==> config.mk <==
export PLATFORM = sky130hd
export DESIGN_NAME = sample_decimator
export DESIGN_NICKNAME = d
export VERILOG_FILES = /design/src/rtl/sample_decimator.sv
export SDC_FILE = /design/constraint.sdc
export NUM_CORES = 1
export LEC_CHECK = 0
export CELL_PAD_IN_SITES_DETAIL_PLACEMENT = 0
export CELL_PAD_IN_SITES_GLOBAL_PLACEMENT = 1
export CORE_ASPECT_RATIO = 1.75
export CORE_MARGIN = 4
export CORE_UTILIZATION = 42
export DETAILED_ROUTE_END_ITERATION = 6
export PLACE_DENSITY = 0.79
export SLEW_MARGIN = 10
export SYNTH_ARGS = -nofsm -noshare
export SYNTH_HDL_FRONTEND = slang
export SYNTH_SLANG_ARGS = --single-unit
export TNS_END_PERCENT = 30
==> constraint.sdc <==
create_clock -name clock -period 2.16 [get_ports clock]
set_input_delay 0.432 -clock clock [delete_from_list [all_inputs] [get_ports clock]]
set_output_delay 0.432 -clock clock [all_outputs]
set_load 0.02 [all_outputs]
==> src/rtl/sample_decimator.sv <==
// sample_decimator: 2:1 decimating averager with a start/done output handshake.
// Define SAMPLE_DECIMATOR_FIR4_EN for a 4-tap average; the default build uses 2 taps.
module sample_decimator #(
    parameter int IN_WIDTH  = 18,
    parameter int OUT_WIDTH = 12
) (
    input  logic                        clock,
    input  logic                        reset,
    input  logic                        ready,
    input  logic signed [IN_WIDTH-1:0]  incoming_sample,
    input  logic                        done,
    output logic signed [OUT_WIDTH-1:0] outgoing_sample,
    output logic                        start,
    output logic                        overrun
);
`ifdef SAMPLE_DECIMATOR_FIR4_EN
    localparam int TAPS  = 4;
    localparam int SHIFT = 2;
`else
    localparam int TAPS  = 2;
    localparam int SHIFT = 1;
`endif
    localparam int HIST = TAPS - 1;
    localparam int SW   = IN_WIDTH + 2;

    typedef enum logic [1:0] {OUT_IDLE, OUT_START, OUT_GUARD, OUT_WAIT} out_state_e;

    out_state_e                     state_q, state_d;
    logic [HIST-1:0][IN_WIDTH-1:0]  history_q, history_d;
    logic                           phase_q, phase_d;
    logic                           guard_q, guard_d;
    logic                           result_valid_q, result_valid_d;
    logic signed [OUT_WIDTH-1:0]    result_q, result_d;
    logic signed [OUT_WIDTH-1:0]    pending_q, pending_d;
    logic                           pending_valid_q, pending_valid_d;
    logic signed [OUT_WIDTH-1:0]    outgoing_q, outgoing_d;
    logic                           overrun_q, overrun_d;
    logic signed [SW-1:0]           sum;
    logic                           consume;

    always_comb begin
        sum = SW'(incoming_sample);
        for (int i = 0; i < HIST; i++) sum = sum + SW'(signed'(history_q[i]));
        history_d = history_q;
        if (ready) begin
            history_d[0] = incoming_sample;
            for (int i = 1; i < HIST; i++) history_d[i] = history_q[i-1];
        end
        phase_d = phase_q ^ ready;
        result_valid_d = ready & phase_q;
        // Averaging shift and output-bit selection folded into one arithmetic shift.
        result_d = OUT_WIDTH'(sum >>> (SHIFT + IN_WIDTH - OUT_WIDTH));
        // A result landing on the idle cycle bypasses pending and wins over any older one.
        consume = (state_q == OUT_IDLE) && (result_valid_q || pending_valid_q);
        pending_d = result_valid_q ? result_q : pending_q;
        pending_valid_d = consume ? 1'b0 : (pending_valid_q | result_valid_q);
        overrun_d = overrun_q | (result_valid_q & pending_valid_q & ~consume);
        outgoing_d = outgoing_q;
        state_d = state_q;
        guard_d = 1'b0;
        case (state_q)
            OUT_IDLE: if (consume) begin
                outgoing_d = result_valid_q ? result_q : pending_q;
                state_d = OUT_START;
            end
            OUT_START: state_d = OUT_GUARD;
            OUT_GUARD: begin
                guard_d = ~guard_q;
                state_d = guard_q ? OUT_WAIT : OUT_GUARD;
            end
            OUT_WAIT: state_d = done ? OUT_IDLE : OUT_WAIT;
            default: state_d = OUT_IDLE;
        endcase
    end

    always_ff @(posedge clock) begin
        if (reset) begin
            state_q         <= OUT_IDLE;
            history_q       <= '0;
            phase_q         <= 1'b0;
            guard_q         <= 1'b0;
            result_valid_q  <= 1'b0;
            result_q        <= '0;
            pending_q       <= '0;
            pending_valid_q <= 1'b0;
            outgoing_q      <= '0;
            overrun_q       <= 1'b0;
        end else begin
            state_q         <= state_d;
            history_q       <= history_d;
            phase_q         <= phase_d;
            guard_q         <= guard_d;
            result_valid_q  <= result_valid_d;
            result_q        <= result_d;
            pending_q       <= pending_d;
            pending_valid_q <= pending_valid_d;
            outgoing_q      <= outgoing_d;
            overrun_q       <= overrun_d;
        end
    end

    assign outgoing_sample = outgoing_q;
    assign start           = state_q == OUT_START;
    assign overrun         = overrun_q;
endmodule

After elaboration in Yosys (flattened, before gate mapping). Cells that the tools add are included.

Bitwise logic cells: 9. $add $sub $neg: 1. Eq/ne operators: 4. Reductions and logical operators: 6. Muxes and demuxes: 5.

Operators with widths (count): adder 18 x 18 -> 19 bit (1); 2-to-1 mux 12 bit (1); case mux 2 bit (4 select lines) (1); == test 2 bit (second input constant) (2); 2-to-1 mux 2 bit (2); OR reduction 2 bit (2); bitwise AND 1 bit (3); inverter 1 bit (3); == test 2 x 1 -> 1 bit (second input constant) (1); zero test 2 bit (1); inequality test 2 bit (second input constant) (1); bitwise OR 1 bit (2); AND reduction 2 bit (1); logical AND 1 bit (1); logical OR 1 bit (1); 2-to-1 mux 1 bit (1); bitwise XOR 1 bit (1).

Register bits after elaboration: 61. Word-level logic and storage cells: 35. Input bits: 22. Output and inout bits: 14.

Depth between registers and ports, before layout. Gate-level depths: netlist of the first run.

Word-level depth: 5. Gate-level depth with buffers: 8.

Worst setup path after synthesis of the first run. OpenSTA, ideal clock, no wires.

Path type: input-to-reg. From: input incoming_sample[2]. To: register result_q[6]. Arrival: 1.838 ns. Slack: 0.201 ns. Stages on the path: 7. Setup time: 0.121 ns. Cells stage by stage: ha_1 a21oi_1 a2111oi_4 nor2_2 nand2_1 a21oi_1 mux2_2.

Longest elaborated chain between the ends: 1.

Ends and longest elaborated chain: start: declaration (line 10) `input logic signed [IN_WIDTH-1:0] incoming_sample,`; adder 18 x 18 -> 19 bit (line 43) `for (int i = 0; i < HIST; i++) sum = sum + SW'(signed'(history_q[i]));`; end signal: assignment (line 94) `result_q <= result_d;`; end: declaration (line 33) `logic signed [OUT_WIDTH-1:0] result_q, result_d;`.

No other way between the ends. A chain may end at the register's enable or synchronous reset.

Final worst setup path of the first run.
From: input incoming_sample[6]. To: register result_q[6].

Same word-level chain as after synthesis.

==> results.py, run 1 <==
metrics = {
    "outcome": {
        "outcome": "finished, final reports clean",
    },
    "timing": {
        "skew_ps": 4.67,
        "tightestPinTransition_ps": 400,
        "fin_crit_sh": 0.972,
        "drv_slew": 0,
        "fmax_ghz": 0.476,
        "hold_viol": 0,
        "fin_crit_ps": 2100,
        "setup_viol": 0,
        "fin_hold_ws_ps": 442,
        "relSlewSlack": 0.733,
    },
    "global_routing": {
        "antenna_found_initial": 0,
        "grt_max_degree": 43,
        "track_usage": 0.153,
        "grt-ovfl-total": 0,
        "grt_pass1_vias": 2259,
        "grt_pass1_wl_microns": 9720,
    },
    "floorplan": {
        "die_x_microns": 69.5,
        "start_util": 0.429,
        "rows": 39,
        "fp.dieH_microns": 116,
        "core_sq_um": 6490,
        "die-area_sq_um": 8040,
        "ios": 36,
    },
    "job": {
        "max_cap_viol_count": 0,
    },
    "finish": {
        "nNetsFinal": 402,
        "nFillCells": 588,
        "drive_above_1_share": 0.172,
        "postLayoutCoreUtil": 0.582,
        "area_growth_pct": 35.7,
        "diodes": 0,
    },
    "pwr": {
        "p_sw_mw": 0.749,
        "p_clk_frac": 0.446,
        "internal-power_mw": 2.37,
        "power_density_nw_per_um2": 826,
        "seqPwrFrac": 0.393,
        "p_leak_nw": 1.55,
        "swShare": 0.240,
        "comb_power_share": 0.161,
        "ir_drop_mv": 0.585,
    },
    "clock_network": {
        "cts.clk_slew.worst_paths_ps": 50,
        "cts_sinks": 61,
        "cts-buffers-inserted": 9,
        "cts_tree": "done",
        "clk_path_buf_depth": 2,
        "clock_latency_ps": 320,
        "htreeDepth": 3,
        "root_buffer": "clkbuf_16",
        "post-cts-setup-buffers": 0,
    },
    "worst_setup_path": {
        "critPathLaunchType": "input port",
        "reg2reg_from": "history_q[2]$_SDFFE_PP0P_",
        "critPathMaxFanout": 5,
        "r2r-end": "result_q[6]$_SDFF_PP0_",
        "arrival_ps": 2300,
        "r2r_cells": 7,
        "rrSetupSlack_ps": 310,
        "critPathKind": "in -> reg",
        "endpoint_kind": "flip-flop",
        "critical_path_required_ps": 2370,
    },
    "synthesis": {
        "synth.distinct_cells": 40,
        "synth_top_area_cell": "dfxtp_1",
        "post_synth_most_frequent_cells": "62 x nor2_1, 61 x dfxtp_1, 32 x mux2i_1",
        "syn_nets": 342,
        "yosysWarnings": 0,
        "async_flop_share": 0,
        "synthCells": 302,
        "synth_area_leaders": "dfxtp_1 44%, mux2i_1 12%, nor2_1 8.4%",
        "synth-seq-cells": 61,
        "synth_top_area_share": 0.439,
        "synth.avg_cell_area_sq_um": 9.21,
        "synth_ff_type": "dfxtp_1",
        "yosysSeqAreaShare": 0.439,
        "synth_edf_count": 0,
        "netlist_area_sq_um": 2780,
        "yosysMostFrequentCell": "nor2_1",
    },
    "route": {
        "vias": 2290,
        "wl_microns": 5710,
        "drc": 0,
        "first_iter_violations": 165,
        "viasPerCell": 5.10,
        "drtAntennaViolNets": 0,
        "dr.pass1.iters": 4,
        "wl_per_cell_microns": 12.7,
    },
    "worst_hold_path": {
        "worstHoldStart": "guard_q$_SDFF_PP0_",
        "whs_endpoint": "guard_q$_SDFF_PP0_",
        "hold_class": "reg -> reg",
        "worstHoldPathCells": 1,
    },
    "place": {
        "place_congestion": 0.847,
        "dpl.hpwl_microns": 4300,
        "io_buffers": 35,
    },
}
worst max-delay path, cell delays in order:
cell	delay, ps
clkdlybuf4s50_1	540
ha_4	240
a21oi_1	180
o22ai_1	120
nor2_2	200
nand2_2	120
a21oi_2	130
mux2_2	340
per-layer routing:
metal | vias to the layer above | wire length [microns] | global-route usage
li1 | 1187 | - | -
met1 | 1044 | 2260 | 0.152
met2 | 43 | 3060 | 0.287
met3 | 16 | 197 | 0.0399
met4 | 0 | 186 | 0.0808
met5 | - | 0 | 0
power groups by stage:
stage / logic, mW / registers (mW) / clock network, mW
2_1_floorplan: 0.275 / 1.25 / 0
3_3_place_gp: 0.478 / 1.24 / 0
3_5_place_dp: 0.483 / 1.25 / 0
4_1_cts: 0.493 / 1.22 / 1.42
5_1_grt: 0.557 / 1.23 / 1.48
6_report: 0.503 / 1.22 / 1.39
area by class of cell:
type / count / area [sq um] / area share
well taps: 82 / 103 / 0.0272
repair buffers: 66 / 593 / 0.157
clock inverters: 4 / 47.5 / 0.0126
inverters: 5 / 18.8 / 0.00497
multi-input cells: 219 / 1550 / 0.409
flip-flops and latches: 61 / 1220 / 0.323
clock buffers: 12 / 246 / 0.0653
logic make-up after synthesis:
logic type,count (synthesis),share of synthesized area
AO/OA/AOI/OAI,59,0.146
XOR/XNOR,8,0.0252
adder cells (fa/ha/maj),18,0.0810
buffers and inverters,22,0.0319
flip-flops,61,0.439
multiplexers,33,0.119
AND/OR/NAND/NOR,101,0.158
metrics by stage:
stage | worst slack [ps] | power, mW | TNS, ps | instances | cell area [sq um]
after floorplan | 201 | 1.53 | 0 | 302 | 2780
after global placement | -387 | 1.72 | -2540 | 433 | 3400
after detailed placement | -416 | 1.73 | -2870 | 433 | 3400
after CTS | -9.07 | 3.14 | -14.7 | 449 | 3710
after global routing | -8.90 | 3.27 | -8.90 | 449 | 3770
final | 61.0 | 3.12 | 0 | 449 | 3770
state kept, by name, summed over array words and instances (netlist names):
| register | flops |
|---|---|
| history_q | 18 |
| outgoing_sample | 12 |
| pending_q | 12 |
| result_q | 12 |
| state_q | 2 |
| guard_q | 1 |
| overrun | 1 |
| pending_valid_q | 1 |
| phase_q | 1 |
| result_valid_q | 1 |
layout by cell type (no fill, tap or decap), types with 5 or more instances in the layout:
cell,n
a211oi_1,12
a21oi_1,16
buf_4,30
clkbuf_16,9
clkdlybuf4s50_1,33
dfxtp_1,61
ha_1,14
inv_1,5
mux2i_1,32
nand2_1,15
nand4_1,5
nor2_1,62
nor2b_1,5
o21ai_0,7
xnor2_1,6
worst max-delay path by stage:
stage,startpoint,end,slack [ps],depth (start not counted)
finish,incoming_sample[6],result_q[6]$_SDFF_PP0_,60,8
CTS,incoming_sample[2],result_q[8]$_SDFF_PP0_,-9,8
floorplan,incoming_sample[2],result_q[6]$_SDFF_PP0_,200,7
global route,incoming_sample[6],result_q[6]$_SDFF_PP0_,-9,8
global placement,incoming_sample[2],result_q[6]$_SDFF_PP0_,-390,8
detailed placement,incoming_sample[2],result_q[6]$_SDFF_PP0_,-420,8
repair_timing:
item	in CTS	in global routing
gates resized for setup	3	11
setup endpoints to repair	4	6
pin swaps	0	6
gates cloned	0	0
hold buffers	0	0
Power figures use the tool's default switching activity.
==> run 2, diff against run 1 <==
- GPL_TIMING_DRIVEN: unset -> 0
- PLACE_DENSITY: 0.79 -> unset
- PLACE_DENSITY_LB_ADDON: unset -> 0.1
==> run 2 against run 1 <==
Net effect:
- fmax grew 0.77%
- register-to-register slack lost 110 ps
- utilization grew 0.87 points
- final area grew 1.5%
- non-clock buffer count shrank 16
- clock skew grew 0.93 ps
- critical path depth is the same
- combinational power shrank 3%
- sequential share of layout area shrank 0.48 points
- die area is the same
- first-iteration DRC count shrank 27%
- worst setup slack gained 16 ps
- critical endpoint unchanged
- largest cell class unchanged
- highest routed layer unchanged
==> results.py, run 2 (synthesis gave the netlist of run 1 again) <==
metrics = {
    "place": {
        "place_area_sq_um": 3220,
        "io_buffers": 34,
        "place_congestion": 0.774,
        "post-place-cells": 418,
        "dpl.hpwl_microns": 4610,
    },
    "clock_network": {
        "postCtsHoldBufs": 0,
        "cts_tree": "done",
        "root_buffer": "clkbuf_16",
        "clk_path_buf_depth": 2,
        "cts_sinks": 61,
        "cts.clk_slew.worst_paths_ps": 50,
        "htreeDepth": 3,
        "clock_latency_ps": 330,
        "cts-buffers-inserted": 9,
    },
    "floorplan": {
        "fp.dieH_microns": 116,
        "start_util": 0.429,
        "core_sq_um": 6490,
        "die_x_microns": 69.5,
        "rows": 39,
        "die-area_sq_um": 8040,
        "ios": 36,
    },
    "finish": {
        "nNetsFinal": 386,
        "diodes": 0,
        "nFillCells": 592,
        "drive_above_1_share": 0.162,
        "multi_input_area_sq_um": 1680,
        "largest-register": "history_q",
        "largest_reg_flops": 18,
        "seqCellArea_sq_um": 1220,
        "final_cells": 433,
        "final_cell_mix": "61 x nor2_1, 61 x dfxtp_1, 32 x mux2i_1",
        "post-route-cell-area_sq_um": 3830,
        "area_growth_pct": 37.7,
    },
    "timing": {
        "relSlewSlack": 0.523,
        "skew_ps": 5.60,
        "fmax_ghz": 0.480,
        "drv_slew": 0,
        "fin_crit_sh": 0.964,
        "fin_crit_ps": 2080,
        "tightestPinTransition_ps": 716,
        "setup_viol": 0,
        "fin_hold_ws_ps": 397,
        "hold_viol": 0,
    },
    "worst_setup_path": {
        "arrival_ps": 2300,
        "critPathMaxFanout": 5,
        "rrSetupSlack_ps": 200,
        "endpoint_kind": "flip-flop",
        "critPathKind": "in -> reg",
        "critical_path_required_ps": 2370,
        "reg2reg_from": "history_q[2]$_SDFFE_PP0P_",
        "r2r-end": "result_q[8]$_SDFF_PP0_",
        "critPathLaunchType": "input port",
        "r2r_cells": 7,
    },
    "global_routing": {
        "grt_pass1_wl_microns": 10400,
        "grt-ovfl-total": 0,
        "grt_max_degree": 13,
        "antenna_found_initial": 0,
        "track_usage": 0.168,
        "grt_pass1_vias": 2248,
    },
    "pwr": {
        "power_density_nw_per_um2": 913,
        "p_leak_nw": 1.53,
        "ir_drop_mv": 0.473,
        "power_mw": 3.50,
    },
    "route": {
        "wl_per_cell_microns": 14.5,
        "first_iter_violations": 120,
        "wl_microns": 6280,
        "vias": 2256,
        "dr.pass1.iters": 5,
        "viasPerCell": 5.21,
        "drc": 0,
        "drtAntennaViolNets": 0,
    },
    "job": {
        "max_cap_viol_count": 0,
    },
    "worst_hold_path": {
        "worstHoldPathCells": 3,
        "hold_class": "in -> reg",
        "whs_endpoint": "history_q[8]$_SDFFE_PP0P_",
        "worstHoldStart": "incoming_sample[8]",
    },
    "outcome": {
        "outcome": "finished, final reports clean",
    },
}
[run 2: cell count changes in the layout (fill, tap and decap cells not counted), sizes merged]
| cell | change |
|---|---|
| buf | -25 |
| inv | +1 |
| clkbuf | +6 |
| clkdlybuf4s50 | -6 |
| dlymetal6s2s | +6 |
| bufinv | +3 |
| clkinvlp | -1 |
[run 2: per-stage QoR]
step	setup slack [ps]	util	TNS [ps]
global placement	-511	0.497	-6290
detailed placement	-513	0.497	-6170
finish	77.0	0.590	0
global route	-3.03	0.590	-3.03
CTS	-26.2	0.564	-26.2
floorplan	201	-	0
[run 2: final cells by class]
class,count,area share
tap,82,0.0268
buffer,15,0.0196
sequential,61,0.319
timing repair buffer,35,0.0954
clock inverter,7,0.0382
multi-input combinational,219,0.438
inverter,5,0.00490
clock buffer,9,0.0588
[run 2: metal layers]
layer  wire length [microns]  share of wire  track usage
met5                       0              0            0
met1                    2370           0.38        0.166
met2                    3570           0.57        0.318
met3                     208          0.033       0.0443
met4                     121          0.019       0.0900
[run 2: what timing repair did]
item / in CTS / in global routing
setup buffers: 0 / 1
pin swaps: 4 / 13
endpoints found under the setup margin: 6 / 7
gates resized for setup: 13 / 34
[run 2: how the worst max path moves through the flow]
stage	start	end	slack, ps	depth (start not counted)
2_1_floorplan	incoming_sample[2]	result_q[6]$_SDFF_PP0_	200	7
3_3_place_gp	incoming_sample[2]	result_q[6]$_SDFF_PP0_	-510	8
3_5_place_dp	incoming_sample[7]	result_q[9]$_SDFF_PP0_	-510	9
4_1_cts	incoming_sample[8]	result_q[8]$_SDFF_PP0_	-30	9
5_1_grt	ready	history_q[15]$_SDFFE_PP0P_	-3	5
6_report	incoming_sample[6]	result_q[6]$_SDFF_PP0_	80	8
[run 2: worst max-delay path, stage by stage]
cell	delay, ps
clkdlybuf4s50_1	530
ha_4	240
a21oi_2	150
o22ai_1	110
nor2_2	210
nand2_2	120
a21oi_1	170
mux2_2	340
[run 2: power breakdown]
group	total (mW)	leakage [nW]	switching (mW)	internal (mW)
Clock	1.78	0.180	0.531	1.25
Sequential	1.23	0.500	0.0315	1.19
Combinational	0.490	0.847	0.261	0.230
Total	3.50	1.53	0.823	2.67
